## src/rtl/ir_prefetch_if.sv

```systemverilog
// Handshake bundle between instruction memory, the prefetch queue and the control unit.
// "master" is the fetch/control side; "slave" is the queue itself.
interface ir_prefetch_if #(
  parameter int FIELD_W = 4,
  parameter int DEPTH   = 4
) ();
  logic [4*FIELD_W-1:0]      mem_data;
  logic                      mem_valid;
  logic                      mem_ready;
  logic                      ir_advance;
  logic                      flush;
  logic                      ir_valid;
  logic [FIELD_W-1:0]        opcode;
  logic [FIELD_W-1:0]        dest_reg;
  logic [FIELD_W-1:0]        src_reg1;
  logic [FIELD_W-1:0]        src_reg2;
  logic [$clog2(DEPTH):0]    count;

  modport master (
    output mem_data, mem_valid, ir_advance, flush,
    input  mem_ready, ir_valid, opcode, dest_reg, src_reg1, src_reg2, count
  );

  modport slave (
    input  mem_data, mem_valid, ir_advance, flush,
    output mem_ready, ir_valid, opcode, dest_reg, src_reg1, src_reg2, count
  );
endinterface

```

## src/rtl/ir_prefetch_queue.sv

```systemverilog
// Instruction register backed by a DEPTH-entry prefetch FIFO; the head entry is
// presented pre-split into opcode/dest/src fields, or a NOP when empty.
module ir_prefetch_queue #(
  parameter int          FIELD_W      = 4,
  parameter int          DEPTH        = 4,
  parameter int unsigned RESET_OPCODE = 11
) (
  input  logic          clk,
  input  logic          rst,
  ir_prefetch_if.slave  bus
);
  localparam int W  = 4*FIELD_W;
  localparam int AW = $clog2(DEPTH);
  localparam int CW = AW + 1;
  localparam logic [FIELD_W-1:0] RST_OP = FIELD_W'(RESET_OPCODE);
  localparam logic [CW-1:0]      FULL   = CW'(DEPTH);

  logic [W-1:0]  mem [DEPTH];
  logic [AW-1:0] rd_ptr, wr_ptr;
  logic [CW-1:0] cnt;
  logic          push, pop, ir_valid;
  logic [W-1:0]  head;

  assign ir_valid      = (cnt != '0);
  assign bus.mem_ready = (cnt != FULL) && !bus.flush;
  assign push          = bus.mem_valid && bus.mem_ready;
  assign pop           = bus.ir_advance && ir_valid && !bus.flush;

  // Pointers wrap naturally because DEPTH is a power of two.
  always_ff @(posedge clk or posedge rst) begin
    if (rst) begin
      rd_ptr <= '0;
      wr_ptr <= '0;
      cnt    <= '0;
    end else if (bus.flush) begin
      rd_ptr <= '0;
      wr_ptr <= '0;
      cnt    <= '0;
    end else begin
      if (push) wr_ptr <= wr_ptr + AW'(1);
      if (pop)  rd_ptr <= rd_ptr + AW'(1);
      if (push && !pop)      cnt <= cnt + CW'(1);
      else if (pop && !push) cnt <= cnt - CW'(1);
    end
  end

  // Storage needs no reset: occupancy alone decides what is visible.
  always_ff @(posedge clk) begin
    if (push) mem[wr_ptr] <= bus.mem_data;
  end

  // Head only depends on registered state, so mem_data never reaches the outputs combinationally.
  assign head         = mem[rd_ptr];
  assign bus.ir_valid = ir_valid;
  assign bus.count    = cnt;
  assign bus.opcode   = ir_valid ? head[4*FIELD_W-1:3*FIELD_W] : RST_OP;
  assign bus.dest_reg = ir_valid ? head[3*FIELD_W-1:2*FIELD_W] : '0;
  assign bus.src_reg1 = ir_valid ? head[2*FIELD_W-1:FIELD_W]   : '0;
  assign bus.src_reg2 = ir_valid ? head[FIELD_W-1:0]           : '0;
endmodule

```

## src/flat_wrapper.sv

```systemverilog
// flat-port wrapper written by rule: the top's interface ports become plain ports
module ir_prefetch_queue_flat 
#(
  parameter int          FIELD_W      = 4,
  parameter int          DEPTH        = 4,
  parameter int unsigned RESET_OPCODE = 11
)
  (clk, rst, bus_mem_data, bus_mem_valid, bus_ir_advance, bus_flush, bus_mem_ready, bus_ir_valid, bus_opcode, bus_dest_reg, bus_src_reg1, bus_src_reg2, bus_count);
  ir_prefetch_if #(.FIELD_W(FIELD_W), .DEPTH(DEPTH)) bus_i ();
  input  logic clk;
  input  logic rst;
  input wire logic [$bits(bus_i.mem_data)-1:0] bus_mem_data;
  input wire logic [$bits(bus_i.mem_valid)-1:0] bus_mem_valid;
  input wire logic [$bits(bus_i.ir_advance)-1:0] bus_ir_advance;
  input wire logic [$bits(bus_i.flush)-1:0] bus_flush;
  output wire logic [$bits(bus_i.mem_ready)-1:0] bus_mem_ready;
  output wire logic [$bits(bus_i.ir_valid)-1:0] bus_ir_valid;
  output wire logic [$bits(bus_i.opcode)-1:0] bus_opcode;
  output wire logic [$bits(bus_i.dest_reg)-1:0] bus_dest_reg;
  output wire logic [$bits(bus_i.src_reg1)-1:0] bus_src_reg1;
  output wire logic [$bits(bus_i.src_reg2)-1:0] bus_src_reg2;
  output wire logic [$bits(bus_i.count)-1:0] bus_count;
  assign bus_i.mem_data = bus_mem_data;
  assign bus_i.mem_valid = bus_mem_valid;
  assign bus_i.ir_advance = bus_ir_advance;
  assign bus_i.flush = bus_flush;
  assign bus_mem_ready = bus_i.mem_ready;
  assign bus_ir_valid = bus_i.ir_valid;
  assign bus_opcode = bus_i.opcode;
  assign bus_dest_reg = bus_i.dest_reg;
  assign bus_src_reg1 = bus_i.src_reg1;
  assign bus_src_reg2 = bus_i.src_reg2;
  assign bus_count = bus_i.count;
  ir_prefetch_queue #(.FIELD_W(FIELD_W), .DEPTH(DEPTH), .RESET_OPCODE(RESET_OPCODE)) u_core (.clk(clk), .rst(rst), .bus(bus_i));
endmodule
```

## config.mk

```make
export PLATFORM = sky130hd
export DESIGN_NAME = ir_prefetch_queue_flat
export DESIGN_NICKNAME = d
export VERILOG_FILES = /design/src/rtl/ir_prefetch_if.sv /design/src/rtl/ir_prefetch_queue.sv /design/src/flat_wrapper.sv
export SDC_FILE = /design/constraint.sdc
export NUM_CORES = 1
export LEC_CHECK = 0
export ABC_CLOCK_PERIOD_IN_PS = 2820
export BUFFER_PORTS_ARGS = -buffer_cell sky130_fd_sc_hd__buf_2
export CAP_MARGIN = 10
export CORE_MARGIN = 4
export CORE_UTILIZATION = 35
export CTS_BUF_LIST = sky130_fd_sc_hd__clkbuf_4 sky130_fd_sc_hd__clkbuf_8 sky130_fd_sc_hd__clkbuf_16
export DETAILED_ROUTE_END_ITERATION = 16
export PLACE_DENSITY_LB_ADDON = 0.15
export SLEW_MARGIN = 20
export SYNTH_ARGS = -nofsm -noshare
export SYNTH_HDL_FRONTEND = slang
export SYNTH_SLANG_ARGS = --single-unit
```

## constraint.sdc

```tcl
create_clock -name clk -period 2.82 [get_ports clk]
set_clock_uncertainty 0.1 [all_clocks]
set_input_delay 0.423 -clock clk [delete_from_list [all_inputs] [get_ports clk]]
set_output_delay 0.423 -clock clk [all_outputs]
set_load 0.03 [all_outputs]
```

* After elaboration in Yosys (flattened, before gate mapping)
Memories as Yosys holds them, arrays and structs flattened.
Cells that the tools add are included.
** Storage, ports and cells
- Bits in registers :: 7
- Word-level logic and storage cells :: 35
- Memories :: 1
- Input port bits :: 21
- Bits in writable memories :: 64
** Operators by class
- Equality and inequality tests :: 1
- Muxes and demuxes :: 13
- Reduce and logical (&&, ||, !) cells :: 13
- Add/sub/neg operators :: 4
** Memories
- u_core.mem :: depth 4, bits a word 16, rd ports 1, clocked after memory_dff 0, wr ports 1, line ir_prefetch_queue.sv:18 : logic [W-1:0] mem [DEPTH];
** Operators by type and width (count)
- 4-bit 2-to-1 mux :: 4
- 3-bit 2-to-1 mux :: 3
- 2-bit 2-to-1 mux :: 4
- 1-bit logical AND :: 6
- 3-bit nonzero test :: 2
- 2-bit by 1-bit adder with 2-bit output, second input constant :: 2
- 2-bit nonzero test :: 2
- 3-bit by 1-bit adder with 3-bit output, second input constant :: 1
- 1-bit logical NOT :: 3
- 3-bit != test, second input constant :: 1
- 3-bit by 1-bit subtractor with 3-bit output, second input constant :: 1
- 1-bit 2-to-1 mux :: 2

* Longest topological paths before layout
Gate-level depths: netlist of run 1.
- Depth after elaboration :: 8
- Mapped depth :: 9
- Depth with buffers taken out :: 9

* Least setup slack after synthesis of run 1
No wires, ideal clock.
- Path type :: reg2reg
- Start :: reg u_core.cnt[2], in the netlist u_core.bus.count[2]
- End :: reg u_core.cnt[2], in the netlist u_core.bus.count[2]
- Arrival :: 1952 ps
- Clock period less this slack :: 2178 ps
- Path buffers :: 0
- Data required time :: 2594 ps
- Stages on the path, launching flop included :: 9
- Setup time :: 126 ps
- Slack :: 642 ps
- Cells stage by stage :: dfrtp_1 -> nor3_2 -> inv_2 -> nand2_1 -> and2_1 -> fa_1 -> nor4b_1 -> o21ai_0 -> o311a_1
** On the way
- Longest elaborated chain between the ends :: 7
- Elaborated cells between the ends (all ways) :: 16
- Those cells by class :: 2 x add/sub; 1 x eq/ne; 3 x mux; 10 x reduce/logical
** RTL lines
- start, declared :: line ir_prefetch_queue.sv:20 : logic [CW-1:0] cnt;
- start signal, assigned :: line ir_prefetch_queue.sv:42 : if (push && !pop) cnt <= cnt + CW'(1);
- start signal, assigned :: line ir_prefetch_queue.sv:43 : else if (pop && !push) cnt <= cnt - CW'(1);
- parallel branches: the longest is 7 deep, another holds 3-bit by 1-bit subtractor with 3-bit output
Several ways; the timed one is not identified. The select of a mux whose other input is x is not followed.
A chain may end at the register's enable or synchronous reset.

* Worst setup path after layout of run 1
Same ends and word-level chain as after synthesis.

==> flow_summary.toml, run 1 <==
[placement]
routabilityCongestion = 0.761
numPortBuffers = 41
dpl.hpwl_um = 3660

[yosys]
ys_types = 34
syn_inst = 161
ys_warn_count = 0
avgSynthCellArea_um2 = 18.6
syn_nets = 187
synth_area_leader_cell = "edfxtp_1"
syn_area_um2 = 2990
yosysTopAreaCellShare_pct = 64.2
synth-edff-count = 64
synthFlopType = "edfxtp_1"
ys_ff_latch = 71
ys_seq_area_share_pct = 70.1
yosys-top-cells-area = "edfxtp_1 (64%), mux4_1 (7.0%), mux4_2 (6.0%), dfrtp_1 (5.9%), and2_1 (3.8%)"
async_reset_ff_share_pct = 9.86

[power]
powerDensity_nw_per_um2 = 820
total_leakage_power_uw = 0.00129
ir_drop_mv = 0.371

[detailed_routing]
first_pass_iters = 4
dr_total_vias = 1547
drc = 0
ant_nets = 0
vias_per_cell = 4.79
drt-total-wl_um = 5660
wire_per_inst_um = 17.5
drt-initial-drc-count = 69

[critical_path]
crit_path_max_incr_delay_ns = 0.51
start_kind = "flip-flop"
path_buf_inv = 1
critPathMaxFanout = 16
required_ns = 2.94
path_depth = 8
crit_type = "flip-flop to flip-flop"
reg2reg_depth = 8
worstPathArrival_ns = 2.55
cp-end-kind = "flip-flop"
critPathTopFamily = "simple AND/OR/NAND/NOR gates"
cpMaxStageDelayCell = "dfrtp_1"
crit_chain = "nor3_2, inv_2, nand2_1, and2_1, fa_1, nor4b_1, o21ai_0, o311a_1"

[floorplanning]
die_y_um = 100
fp.coreArea_um2 = 8260
core.rowCount = 33
initial_core_util_pct = 36.2
ios = 42
die_area_um2 = 10100
die-width_um = 100

[global_routing]
overflow = 0
grt_max_degree = 17
use_met3_pct = 3.18
grt-busiest-layer = "met2"
grt_pass1_wl_um = 9030
track_usage_pct = 12.1
grt_use_met2_pct = 19.8
grt_pass1_vias = 1683
antenna_found_initial = 0
use_met1_pct = 14.8

[finish]
fillCellCount = 775
syn_to_final_growth_pct = 18.4
diodes = 0
nets = 239
final_core_util_pct = 42.9
layout-drive-gt1-share_pct = 33.5

[cts]
clk_pin_slew_ns = 0.08
clockBufferDepth = 2
clk_latency_ns = 0.33
cts_sinks = 71
cts_buffers = 9
cts_max_level = 3
cts_tree = "yes"
cts_root_buf = "clkbuf_8"

[sta]
final.min_clock_period_ns = 2.44
max-slew-margin-rel_pct = 77.0
slew_violations = 0
fin_crit_sh_pct = 86.3
hold_violations = 0
tns_ns = 0
rsz0062_at_grt = "false"
worst_pin_slew_ns = 0.345
max_freq_mhz = 411
setup_viol = 0

[min_path]
worstHoldPathCells = 1
worstHoldPathType = "primary input to flip-flop"

[job]
maxCapViolCount = 0

[run_status]
status = "complete, no violations"
## path summary, 6_finish.rpt
path / startpoint / end / slack (ns)
setup / recovery: u_core.bus.count[2] / u_core.bus.count[2] / 0.38
hold / removal: bus_mem_data[5] / u_core.mem[1][5] / 0.21
setup reg to reg: u_core.bus.count[2] / u_core.bus.count[2] / 0.38
hold reg to reg: u_core.wr_ptr[0] / u_core.wr_ptr[0] / 0.53
max in group asynchronous: rst / u_core.rd_ptr[0] / 1.91
min in group asynchronous: rst / u_core.wr_ptr[1] / 0.48
## cell usage in the layout (no fill, tap or decap), types with 2 or more instances in the layout
cell       synthesis  routed
buf_4              0       7
edfxtp_1          64      64
nand3_1            2       2
and2_1            18      18
buf_2              5      41
nor2_1             4       4
a21oi_1            2       2
bufinv_16          0       2
mux4_2             8       8
clkbuf_8           0       9
xnor2_1            2       2
o21ai_0            2       2
xor2_1             3       3
mux4_1             8       8
dfrtp_1            7       7
or2_1              3       3
ha_1               4       4
nand2_1            5       5
o31ai_1            2       2
clkinv_1           0       3
inv_1              5       5
## where the power goes
| part | switching [µW] | internal [µW] |
|---|---|---|
| Sequential | 43.9 | 1220 |
| Combinational | 498 | 294 |
| Clock | 362 | 491 |
## routing by layer
metal  wire length (µm)  vias to the layer above
met5                  0                        -
met4                 46                        0
met3                283                        4
met2               2930                       35
met1               2400                      780
li1                   -                      728
## cells by family (layout without fill, tap and decap cells)
| group | count (synthesis) | in the layout | share of synthesized area [%] |
|---|---|---|---|
| flip-flops | 71 | 71 | 70.1 |
| AO/OA/AOI/OAI | 11 | 11 | 2.55 |
| AND/OR/NAND/NOR | 38 | 38 | 7.44 |
| buffers and inverters | 14 | 71 | 2.76 |
| multiplexers | 17 | 17 | 13.4 |
| adder cells (fa/ha/maj) | 5 | 5 | 2.34 |
| XOR/XNOR | 5 | 5 | 1.46 |
## what timing repair did
action,4_1_cts,5_1_grt
hold buffers,1,0
buffers inserted,0,0
hold endpoints to repair,7,0
resized for setup,0,0
## through the flow
stage / worst slack (ns) / hold WS [ns] / instances / cell area [µm²] / power, µW
floorplan: 0.642 / 0.126 / 161 / 2990 / 1870
global placement: 0.561 / 0.269 / 306 / 3320 / 2070
detailed placement: 0.411 / 0.283 / 306 / 3320 / 2090
CTS: 0.323 / 0.187 / 323 / 3540 / 2950
global route: 0.195 / 0.189 / 323 / 3540 / 3050
finish: 0.385 / 0.208 / 323 / 3540 / 2910
## state kept, by name, summed over array words and instances, names as in the netlist
register          cells
u_core.bus.count      3
u_core.mem           64
u_core.rd_ptr         2
u_core.wr_ptr         2
## layout make-up
class                      count  area [µm²]  share of cell area, %
clock buffer                   9         124                   3.50
clock inverter                 7        87.6                   2.47
inverter                       6        22.5                  0.636
multi-input combinational     76         813                   23.0
sequential                    71        2100                   59.2
tap                          105         131                   3.71
timing repair buffer          49         268                   7.56
## worst register-to-register path: stages, from the launching register on
cell and delay (ns):
dfrtp_1 0.51, nor3_2 0.10, inv_2 0.24, nand2_1 0.16, and2_1 0.20, fa_1 0.43
nor4b_1 0.31, o21ai_0 0.15, o311a_1 0.14
## synthesized netlist by cell type, types with 2 or more instances
cell and instances:
a21oi_1 2, and2_1 18, buf_2 5, dfrtp_1 7, edfxtp_1 64, ha_1 4, inv_1 5, mux4_1 8
mux4_2 8, nand2_1 5, nand3_1 2, nor2_1 4, o21ai_0 2, o31ai_1 2, or2_1 3, xnor2_1 2
xor2_1 3
Power figures use the tool's default switching activity.
==> run 2: changes to the inputs <==
--- a/config.mk
+++ b/config.mk
@@ -11,7 +11,9 @@
 export CORE_MARGIN = 4
 export CORE_UTILIZATION = 35
 export CTS_BUF_LIST = sky130_fd_sc_hd__clkbuf_4 sky130_fd_sc_hd__clkbuf_8 sky130_fd_sc_hd__clkbuf_16
+export CTS_CLUSTER_SIZE = 20
 export DETAILED_ROUTE_END_ITERATION = 16
+export GPL_TIMING_DRIVEN = 0
 export PLACE_DENSITY_LB_ADDON = 0.15
 export SLEW_MARGIN = 20
 export SYNTH_ARGS = -nofsm -noshare
==> run 2 against run 1 <==
Against the previous run:
- via count rose by 1.1%
- worst setup slack improved by 0.013 ns
- die area did not move
- worst hold slack got worse by 0.0095 ns
- clock-buffer cell count rose by 1
- sequential power barely moved
- global-route usage fell by 0.15 points
- critical path depth fell by 3
- cell count fell by 0.62%
- power rose by 4.3%
- combinational power rose by 2%
- critical path type is now flip-flop to output port
- largest power group unchanged
==> flow_summary.toml, run 2 (synthesis gave the netlist of run 1 again) <==
[run_status]
status = "complete, no violations"

[detailed_routing]
drt-met1-wl_um = 2330
vias_per_cell = 4.87
drt-total-wl_um = 5640
wire_per_inst_um = 17.6
first_pass_iters = 4
ant_nets = 0
dr_total_vias = 1564
wl_met2_um = 2900
top_layer = "met4"
drt-initial-drc-count = 82
drc = 0
wl_met3_um = 270

[min_path]
worstHoldPathType = "primary input to flip-flop"
min_from = "bus_mem_data[5]"

[floorplanning]
fp.coreArea_um2 = 8260
die-width_um = 100
die_y_um = 100
initial_core_util_pct = 36.2
die_area_um2 = 10100
ios = 42
core.rowCount = 33

[placement]
routabilityCongestion = 0.673
pre_cts_slack_ns = 0.404
dpl.cell_count = 304
numPortBuffers = 38
dpl.hpwl_um = 3640

[finish]
layout_common_cells = "edfxtp_1 (64), buf_2 (43), and2_1 (18), clkbuf_8 (9)"
stdcell_count = 321
nets = 237
fillCellCount = 762
diodes = 0
regArea_um2 = 2100
final_common_cell = "edfxtp_1"
largest-register = "u_core.mem"
syn_to_final_growth_pct = 19.1
layout-drive-gt1-share_pct = 33.3
largest_reg_flops = 64
multi_input_comb_area_um2 = 813

[power]
cellInternalPower_uw = 2120
comb_power_share_pct = 26.7
switching_share_pct = 30.0
p_seq_share_pct = 41.5
total_leakage_power_uw = 0.00130
powerDensity_nw_per_um2 = 851
ir_drop_mv = 0.431
p_clk_share_pct = 31.8
switching_power_uw = 910

[cts]
clockBufferDepth = 2
clk_pin_slew_ns = 0.07
cts_max_level = 3
cts_root_buf = "clkbuf_8"
cts_sinks = 71
cts_tree = "yes"
cts_buffers = 9
clk_latency_ns = 0.33

[global_routing]
grt_pass1_wl_um = 8840
grt_pass1_vias = 1698
track_usage_pct = 12.0
antenna_found_initial = 0
overflow = 0
grt_max_degree = 17

[critical_path]
rr_startpoint = "u_core.bus.count[2]"
critPathMaxFanout = 10
required_ns = 2.30
start_kind = "flip-flop"
worstPathArrival_ns = 1.90
cp-startpoint = "u_core.bus.count[1]"
crit_type = "flip-flop to output port"
critPathTopFamily = "buffers and inverters"
crit_chain = "nor3_2, inv_2, clkbuf_1, and2_1, buf_2"
path_buf_inv = 3
cp-end-kind = "output port"
crit_path_max_incr_delay_ns = 0.47
cpMaxStageDelayCell = "dfrtp_1"

[sta]
worst_pin_slew_ns = 0.913
tns_ns = 0
max-slew-margin-rel_pct = 39.1
setup_viol = 0
slew_violations = 0
max_freq_mhz = 413
rsz0062_at_grt = "false"
fin_crit_sh_pct = 85.9
hold_ws_ns = 0.199
final.min_clock_period_ns = 2.42
layout_setup_ws_ns = 0.398
hold_violations = 0

[job]
maxCapViolCount = 0
[run 2: changes by cell type in the layout (fill, tap and decap cells not counted), sizes merged]
cell | previous run | this run
clkinvlp | 1 | 0
clkinv | 4 | 2
clkbuf | 9 | 11
bufinv | 2 | 3
buf | 48 | 45
inv | 6 | 7
[run 2: final cells by class]
type                       instances  share of cell area (%)
buffer                             8                    1.69
clock buffer                      10                    3.69
clock inverter                     6                    3.02
inverter                           6                   0.632
multi-input combinational         76                    22.8
sequential                        71                    58.8
tap                              105                    3.69
timing repair buffer              39                    5.62
[run 2: timing repair]
action	4_1_cts	5_1_grt
setup buffers	0	0
setup endpoints to repair	0	0
gates resized for setup	0	0
hold endpoints to repair	7	0
hold buffers	1	0
[run 2: worst paths after layout]
path | to | slack, ns | depth (start not counted)
min in group asynchronous | u_core.wr_ptr[0] | 0.47 | 3
min | u_core.mem[3][5] | 0.20 | 1
max | bus_src_reg2[1] | 0.40 | 5
max reg2reg | u_core.bus.count[2] | 0.50 | 8
max in group asynchronous | u_core.wr_ptr[1] | 1.91 | 3
min reg2reg | u_core.wr_ptr[0] | 0.54 | 2
[run 2: per-stage QoR]
step / total power [µW] / util, % / cell area [µm²]
final: 3030 / 43.2 / 3560
after global routing: 3190 / 43.2 / 3560
after CTS: 3080 / 43.2 / 3560
after detailed placement: 2110 / 40.1 / 3310
after global placement: 2090 / 40.1 / 3310
after floorplan: 1870 / - / 2990
[run 2: power groups by stage]
stage               clock network, µW  logic, µW  registers [µW]
floorplan                           0        580            1290
global placement                    0        813            1270
detailed placement                  0        827            1280
CTS                               987        832            1260
global route                     1040        882            1260
finish                            965        808            1260
[run 2: routing by layer]
| metal | GRT usage (%) | vias up |
|---|---|---|
| li1 | - | 726 |
| met1 | 14.0 | 790 |
| met2 | 20.1 | 37 |
| met4 | 6.63 | 0 |
| met5 | 0 | - |
| met3 | 3.04 | 11 |
